$ cat src/rtl/io_stage.sv
// IO pipeline stage: aligns load data from the data SRAM, owns the HI/LO pair,
// and hands the final GPR write data to WB and the ID forwarding network.
package ex_stage_params;
    typedef struct packed {
        logic        valid;
        logic [31:0] program_count;
        logic [31:0] alu_result;
        logic [31:0] source_register_data;
        logic [4:0]  destination_register;
        logic        register_write;
        logic [1:0]  memory_address_final;
        logic        is_load_left;
        logic        is_load_right;
        logic        is_load_half_word;
        logic        is_load_byte;
        logic        memory_io_unsigned;
        logic        result_is_from_memory;
        logic        multiply_valid;
        logic [63:0] multiply_result;
        logic        divide_valid;
        logic        divide_result_valid;
        logic [31:0] divide_result;
        logic [31:0] divide_remain;
        logic        result_high;
        logic        result_low;
        logic        high_low_write;
    } EXToIOData;
endpackage

module io_stage (
    input  logic                        clock,
    input  logic                        reset,
    input  logic                        wb_allow_in,
    output logic                        io_allow_in,
    input  ex_stage_params::EXToIOData  ex_to_io_bus,
    input  logic [31:0]                 data_ram_read_data,
    output logic                        io_to_wb_valid,
    output logic [31:0]                 io_to_wb_program_count,
    output logic [4:0]                  io_to_wb_destination_register,
    output logic                        io_to_wb_register_write,
    output logic [31:0]                 io_to_wb_result,
    output logic                        io_to_id_back_pass_valid,
    output logic                        io_to_id_back_pass_data_valid,
    output logic [4:0]                  io_to_id_back_pass_register,
    output logic [31:0]                 io_to_id_back_pass_data
);

    logic        io_valid;
    logic        io_ready_go;
    logic        handoff;

    logic [31:0] pc_q;
    logic [31:0] alu_q;
    logic [31:0] src_q;
    logic [4:0]  dest_q;
    logic        reg_write_q;
    logic [1:0]  addr_q;
    logic        load_left_q;
    logic        load_right_q;
    logic        load_half_q;
    logic        load_byte_q;
    logic        unsigned_q;
    logic        from_mem_q;
    logic        mult_q;
    logic [63:0] mult_result_q;
    logic        div_q;
    logic        result_high_q;
    logic        result_low_q;
    logic        hl_write_q;

    logic [31:0] hi;
    logic [31:0] lo;

    logic [7:0]  byte_data;
    logic [15:0] half_data;
    logic [31:0] lwl_data;
    logic [31:0] lwr_data;
    logic [31:0] load_data;
    logic [31:0] result;

    // The divider keeps running in EX after the DIV has moved here, so its
    // handshake and results are taken from the live bus, not the latched copy.
    assign io_ready_go = !(ex_to_io_bus.divide_valid && !ex_to_io_bus.divide_result_valid);
    assign io_allow_in = !io_valid || (io_ready_go && wb_allow_in);
    assign handoff     = io_valid && io_ready_go && wb_allow_in;

    always_ff @(posedge clock) begin
        if (reset) begin
            io_valid <= 1'b0;
        end else if (io_allow_in) begin
            io_valid <= ex_to_io_bus.valid;
        end
    end

    always_ff @(posedge clock) begin
        if (reset) begin
            pc_q          <= '0;
            alu_q         <= '0;
            src_q         <= '0;
            dest_q        <= '0;
            reg_write_q   <= 1'b0;
            addr_q        <= '0;
            load_left_q   <= 1'b0;
            load_right_q  <= 1'b0;
            load_half_q   <= 1'b0;
            load_byte_q   <= 1'b0;
            unsigned_q    <= 1'b0;
            from_mem_q    <= 1'b0;
            mult_q        <= 1'b0;
            mult_result_q <= '0;
            div_q         <= 1'b0;
            result_high_q <= 1'b0;
            result_low_q  <= 1'b0;
            hl_write_q    <= 1'b0;
        end else if (ex_to_io_bus.valid && io_allow_in) begin
            pc_q          <= ex_to_io_bus.program_count;
            alu_q         <= ex_to_io_bus.alu_result;
            src_q         <= ex_to_io_bus.source_register_data;
            dest_q        <= ex_to_io_bus.destination_register;
            reg_write_q   <= ex_to_io_bus.register_write;
            addr_q        <= ex_to_io_bus.memory_address_final;
            load_left_q   <= ex_to_io_bus.is_load_left;
            load_right_q  <= ex_to_io_bus.is_load_right;
            load_half_q   <= ex_to_io_bus.is_load_half_word;
            load_byte_q   <= ex_to_io_bus.is_load_byte;
            unsigned_q    <= ex_to_io_bus.memory_io_unsigned;
            from_mem_q    <= ex_to_io_bus.result_is_from_memory;
            mult_q        <= ex_to_io_bus.multiply_valid;
            mult_result_q <= ex_to_io_bus.multiply_result;
            div_q         <= ex_to_io_bus.divide_valid;
            result_high_q <= ex_to_io_bus.result_high;
            result_low_q  <= ex_to_io_bus.result_low;
            hl_write_q    <= ex_to_io_bus.high_low_write;
        end
    end

    always_ff @(posedge clock) begin
        if (reset) begin
            hi <= '0;
            lo <= '0;
        end else if (handoff && hl_write_q) begin
            if (mult_q) begin
                hi <= mult_result_q[63:32];
                lo <= mult_result_q[31:0];
            end else if (div_q) begin
                hi <= ex_to_io_bus.divide_remain;
                lo <= ex_to_io_bus.divide_result;
            end else begin
                if (result_high_q) hi <= src_q;
                if (result_low_q)  lo <= src_q;
            end
        end
    end

    // Load alignment, LWL/LWR merge with the old rt value, then result select.
    always_comb begin
        byte_data = 8'h00;
        lwl_data  = data_ram_read_data;
        lwr_data  = data_ram_read_data;
        case (addr_q)
            2'd0: begin
                byte_data = data_ram_read_data[7:0];
                lwl_data  = {data_ram_read_data[7:0], src_q[23:0]};
                lwr_data  = data_ram_read_data;
            end
            2'd1: begin
                byte_data = data_ram_read_data[15:8];
                lwl_data  = {data_ram_read_data[15:0], src_q[15:0]};
                lwr_data  = {src_q[31:24], data_ram_read_data[31:8]};
            end
            2'd2: begin
                byte_data = data_ram_read_data[23:16];
                lwl_data  = {data_ram_read_data[23:0], src_q[7:0]};
                lwr_data  = {src_q[31:16], data_ram_read_data[31:16]};
            end
            2'd3: begin
                byte_data = data_ram_read_data[31:24];
                lwl_data  = data_ram_read_data;
                lwr_data  = {src_q[31:8], data_ram_read_data[31:24]};
            end
            default: ;
        endcase
        half_data = addr_q[1] ? data_ram_read_data[31:16] : data_ram_read_data[15:0];

        if (load_left_q) begin
            load_data = lwl_data;
        end else if (load_right_q) begin
            load_data = lwr_data;
        end else if (load_byte_q) begin
            load_data = unsigned_q ? {24'h0, byte_data} : {{24{byte_data[7]}}, byte_data};
        end else if (load_half_q) begin
            load_data = unsigned_q ? {16'h0, half_data} : {{16{half_data[15]}}, half_data};
        end else begin
            load_data = data_ram_read_data;
        end

        if (from_mem_q) begin
            result = load_data;
        end else if (result_high_q && !hl_write_q) begin
            result = hi;
        end else if (result_low_q && !hl_write_q) begin
            result = lo;
        end else begin
            result = alu_q;
        end
    end

    assign io_to_wb_valid                = io_valid && io_ready_go;
    assign io_to_wb_program_count        = pc_q;
    assign io_to_wb_destination_register = dest_q;
    assign io_to_wb_register_write       = reg_write_q;
    assign io_to_wb_result               = result;

    assign io_to_id_back_pass_valid      = io_valid && reg_write_q;
    assign io_to_id_back_pass_data_valid = io_to_id_back_pass_valid && io_ready_go;
    assign io_to_id_back_pass_register   = dest_q;
    assign io_to_id_back_pass_data       = result;

endmodule

$ cat config.mk
export PLATFORM = sky130hd
export DESIGN_NAME = io_stage
export DESIGN_NICKNAME = d
export VERILOG_FILES = /design/src/rtl/io_stage.sv
export SDC_FILE = /design/constraint.sdc
export NUM_CORES = 1
export LEC_CHECK = 0
export CAP_MARGIN = 30
export CORE_MARGIN = 2
export CORE_UTILIZATION = 51
export DETAILED_ROUTE_END_ITERATION = 7
export HOLD_SLACK_MARGIN = 0.03
export PLACE_DENSITY_LB_ADDON = 0.05
export SLEW_MARGIN = 20
export SYNTH_ARGS = -nofsm -noshare
export SYNTH_HDL_FRONTEND = slang
export SYNTH_SLANG_ARGS = --single-unit
$ cat constraint.sdc
create_clock -name clock -period 5 [get_ports clock]
set_input_delay 0.75 -clock clock [delete_from_list [all_inputs] [get_ports clock]]
set_output_delay 0.75 -clock clock [all_outputs]
set_load 0.05 [all_outputs]
; ---- Yosys cells after proc, flatten, opt, wreduce, memory -nomap -nowiden
; Cells that the tools add are included.
[word_totals]
reg_bits = 244
inputBits = 280
word_cells = 63
[op_classes]
n_eq_ne = 3
mux = 19
reduce_logical = 20
[op_table]
columns = operator, n
row1 = two-way mux 32 bit, 15
row2 = one-hot mux 32 bit (4 select lines), 2
row3 = one-hot mux 8 bit (4 select lines), 1
row4 = two-way mux 16 bit, 1
row5 = logical AND 1 bit, 10
row6 = nonzero test 3 bit, 2
row7 = == test 2 bit (second input constant), 2
row8 = zero test 1 bit, 4
row9 = AND reduction 2 bit, 2
row10 = == test 2 x 1 -> 1 bit (second input constant), 1
row11 = zero test 2 bit, 1
row12 = logical OR 1 bit, 1

; ---- Depth between registers and ports, before layout
[depth]
depth_word = 7
ltp_mapped = 9

; ---- Worst setup path after synthesis
; Ideal clock, no wire load.
[synth_path]
path_kind = register to output
from = reg result_high_q
to = out io_to_wb_result[16]
arrival_time_ns = 2.728
slack_ns = 1.522
path_stages_with_launch = 7
path_buffers = 2
path_cell_list = dfxtp_1 -> clkbuf_1 -> nor2_1 -> nor2_1 -> nor2_1 -> o32ai_1 -> buf_4
[synth_between]
elab_chain_len = 3
[synth_lines]
columns = element, line
row1 = "start, declared", 67  ; logic result_high_q;
row2 = "start signal, assigned", 131  ; result_high_q <= ex_to_io_bus.result_high;
row3 = logical AND 1 bit, 199  ; end else if (result_high_q && !hl_write_q) begin
row4 = two-way mux 32 bit, 199
row5 = two-way mux 32 bit, 197  ; if (from_mem_q) begin
row6 = "end, declared", 41  ; output logic [31:0] io_to_wb_result,
; No other way between the ends.

; ---- Worst setup path in the final report
[layout_path]
from = reg addr_q[1]
to = out io_to_id_back_pass_data[0]
[layout_between]
elab_chain_len = 7
elab_cells_between_ends = 15
[layout_lines]
columns = element, line
row1 = "start, declared", 57  ; logic [1:0] addr_q;
row2 = "start signal, assigned", 121  ; addr_q <= ex_to_io_bus.memory_address_final;
row3 = "== test 2 bit, or another cell as far along", 160  ; case (addr_q)
row4 = one-hot mux 8 bit (4 select lines) or two-way mux 32 bit (tied branches), "160, 192"
row5 = two-way mux 32 bit (on tied branches), "190, 191"
row6 = two-way mux 32 bit, 189  ; end else if (load_byte_q) begin
row7 = two-way mux 32 bit, 187  ; end else if (load_right_q) begin
row8 = two-way mux 32 bit *, 185  ; if (load_left_q) begin
row9 = two-way mux 32 bit *, 197
row10 = "end, declared", 45  ; output logic [31:0] io_to_id_back_pass_data
; Every way passes the cells marked *; elsewhere a longest branch is shown, timed or not.

==> results.sh <==
export IMPL_swShare_pct=31.3
export IMPL_p_int_mw=3.86
export IMPL_startpoint="addr_q[1]"
export IMPL_coreArea_um2=24300
export IMPL_synth_top_area_share_pct=38.6
export IMPL_power_switching_mw=1.76
export IMPL_postCtsSetupRepairBufs=0
export IMPL_cts_root_buf="clkbuf_16"
export IMPL_synth_edf_count=0
export IMPL_yosysMostFrequentCell="nand2_1"
export IMPL_worst_slew_pin_slew_ps=958
export IMPL_r2r_end="hi[15]"
export IMPL_firstDrtPassIters=6
export IMPL_numCtsBuffers=27
export IMPL_synth_flop_cell="dfxtp_1"
export IMPL_cts_tree="done"
export IMPL_drt_initial_drc_count=1492
export IMPL_utilization_pct=71.5
export IMPL_grt_total_usage_pct=35.8
export IMPL_drc_errors=0
export IMPL_finalHoldViolations=0
export IMPL_rrSetupSlack_ps=2530
export IMPL_wl_per_cell_um=21.1
export IMPL_hold_ws_ps=453
export IMPL_area_delta_synth_final_pct=37.4
export IMPL_worstPathArrival_ps=3740
export IMPL_synthesis_area_um2=12600
export IMPL_fin_crit_ps=4490
export IMPL_slew_limit_headroom_pct=36.1
export IMPL_routed_wl_um=48400
export IMPL_dp_hpwl_um=34400
export IMPL_dieWidth_um=161
export IMPL_layout_drive_gt1_share_pct=6.32
export IMPL_synth_top_cell_by_area="dfxtp_1"
export IMPL_fin_tns_setup_ps=0
export IMPL_cts_hold_buffers=0
export IMPL_period_share_pct=89.9
export IMPL_report_final_slew_viol_count=0
export IMPL_synth_async_reset_ratio_pct=0
export IMPL_dp_cells=2236
export IMPL_rows=57
export IMPL_ir_drop_v=0.000338
export IMPL_path_cells="clkinv_1, mux2_2, mux2i_1, nand2_1, o221ai_1, clkdlybuf4s50_1"
export IMPL_drtAntennaViolNets=0
export IMPL_fp_dieH_um=161
export IMPL_clkTransAtPathRegs_ps=60
export IMPL_p_leak_nw=6.77
export IMPL_crit_path_max_incr_delay_ps=900
export IMPL_crit_path_start_kind="register"
export IMPL_cts_path_max_buffers=3
export IMPL_yosysUniqueCellTypes=39
export IMPL_synth_seq_cells=244
export IMPL_cts_sinks=244
export IMPL_vias=13200
export IMPL_synth_area_leaders="dfxtp_1 (39%), nand2_1 (15%), mux2i_1 (13%)"
export IMPL_initial_core_util_pct=52.0
export IMPL_path_class="reg -> out"
export IMPL_globalplace_congestion=0.975
export IMPL_io_buffers=390
export IMPL_fillers=1981
export IMPL_cts_htree_levels=1
export IMPL_outcome="completed"
export IMPL_synth_nets=1950
export IMPL_power_mw=5.62
export IMPL_final_cells=2292
export IMPL_synth_warning_count=0
export IMPL_final_nets=2222
export IMPL_cts_repair_resized=0
export IMPL_ios=391
export IMPL_grt_max_degree=139
export IMPL_cp_max_fo=24
export IMPL_via_per_inst=5.77
export IMPL_antenna_found_initial=5
export IMPL_max_freq_ghz=0.223
export IMPL_worst_path_max_delay_cell="clkdlybuf4s50_1"
export IMPL_setup_violations=0
export IMPL_skew_ps=13.6
export IMPL_synth_seq_area_share_pct=38.6
export IMPL_combPwrFrac_pct=24.1
export IMPL_regToRegStartpoint="div_q"
export IMPL_p_seq_share_pct=37.9
export IMPL_worstPathRequired_ps=4250
export IMPL_clockPowerShare_pct=38.0
export IMPL_grt_pass1_vias=12300
export IMPL_power_density_nw_per_um2=324
export IMPL_design_die_area_um2=26100
export IMPL_netlist_top_cells_count="nand2_1 (508), dfxtp_1 (244), a21oi_1 (238)"
export IMPL_rsz0062_at_grt="false"
export IMPL_cp_endpoint="io_to_id_back_pass_data[0]"
export IMPL_syn_instance_count=1670
export IMPL_grt_pass1_wl_um=72600
export IMPL_r2r_worst_path_cells=5
export IMPL_end_kind="output port"
export IMPL_overflow=0
export IMPL_worstHoldPathType="reg -> reg"
export IMPL_syn_area_per_cell_um2=7.57
export IMPL_drv_cap=0
export IMPL_clock_latency_ps=560
[area by class of cell]
type | instances | area [um2] | area share (%)
multi-input cells | 1240 | 6910 | 39.7
flip-flops and latches | 244 | 4900 | 28.2
repair buffers | 417 | 4160 | 23.9
clock buffers | 37 | 803 | 4.62
well taps | 324 | 405 | 2.33
clock inverters | 11 | 153 | 0.878
inverters | 12 | 45.0 | 0.259
diodes | 7 | 17.5 | 0.101
[power by group through the flow]
stage               logic, mW  registers (mW)  clock network [mW]
floorplan               0.787            2.18                   0
global placement         1.32            2.17                   0
detailed placement       1.33            2.17                   0
CTS                      1.34            2.13                2.15
global route             1.43            2.14                2.22
finish                   1.35            2.13                2.14
[worst max-delay path, delay by kind of cell (launching register included)]
kind	cells	cell delay [ps]
buffers and inverters	2	1530
multiplexers	2	690
flip-flops	1	660
AO/OA/AOI/OAI	1	180
AND/OR/NAND/NOR	1	100
[sequential cells by signal, summed over array words and instances, names as in the netlist]
name,flops
mult_result_q,64
alu_q,32
hi,32
io_to_wb_program_count,32
lo,32
src_q,32
io_to_id_back_pass_register,5
addr_q,2
div_q,1
from_mem_q,1
hl_write_q,1
io_to_wb_register_write,1
io_valid,1
load_byte_q,1
load_half_q,1
load_left_q,1
load_right_q,1
mult_q,1
result_high_q,1
result_low_q,1
unsigned_q,1
[placed cells by master (no fill, tap or decap), drive strengths merged, types with 8 or more instances in the layout]
cell type,Yosys,final
a31oi,10,10
buf,78,27
clkbuf,96,38
o221ai,8,8
a221oi,14,14
nand2,509,509
o22ai,16,16
mux2,14,14
nor2,110,110
o21ai,91,91
inv,11,12
mux2i,168,168
a21oi,238,238
clkdlybuf4s50,0,389
mux4,10,10
o32ai,8,8
dfxtp,244,244
[cells by family (layout without fill, tap and decap cells)]
logic type	Yosys count	count (layout)	share of synthesized area, %
simple gates	646	646	19.7
compound gates	402	402	18.2
flops	244	244	38.6
mux	192	192	16.3
buf+inv	186	477	7.11
other cells	0	7	0
[metal layers]
layer  wire length (um)  track usage [%]  part of all wire, %  up-vias
met5                  0                0                    0        -
met2              21700             56.2                   45      689
met1              20100             49.1                   41     6247
met3               4720             6.91                  9.8      100
li1                   -                -                    -     6194
met4               1830             13.2                  3.8        0
[stage by stage]
| stage | area (um2) | setup slack, ps |
|---|---|---|
| floorplan | 12600 | 1520 |
| global placement | 16400 | 657 |
| detailed placement | 16400 | 614 |
| CTS | 17300 | 509 |
| global route | 17400 | 363 |
| finish | 17400 | 507 |
[how the worst min path moves through the flow]
stage	startpoint	endpoint	slack [ps]	cells past startpoint
finish	io_to_wb_program_count[8]	io_to_wb_program_count[8]	450	2
global route	io_to_wb_program_count[18]	io_to_wb_program_count[18]	470	2
floorplan	mult_result_q[0]	mult_result_q[0]	440	2
global placement	io_to_wb_program_count[5]	io_to_wb_program_count[5]	440	2
CTS	io_to_wb_program_count[27]	io_to_wb_program_count[27]	450	2
detailed placement	io_to_wb_program_count[20]	io_to_wb_program_count[20]	450	2
(Power assumes the default switching activity.)
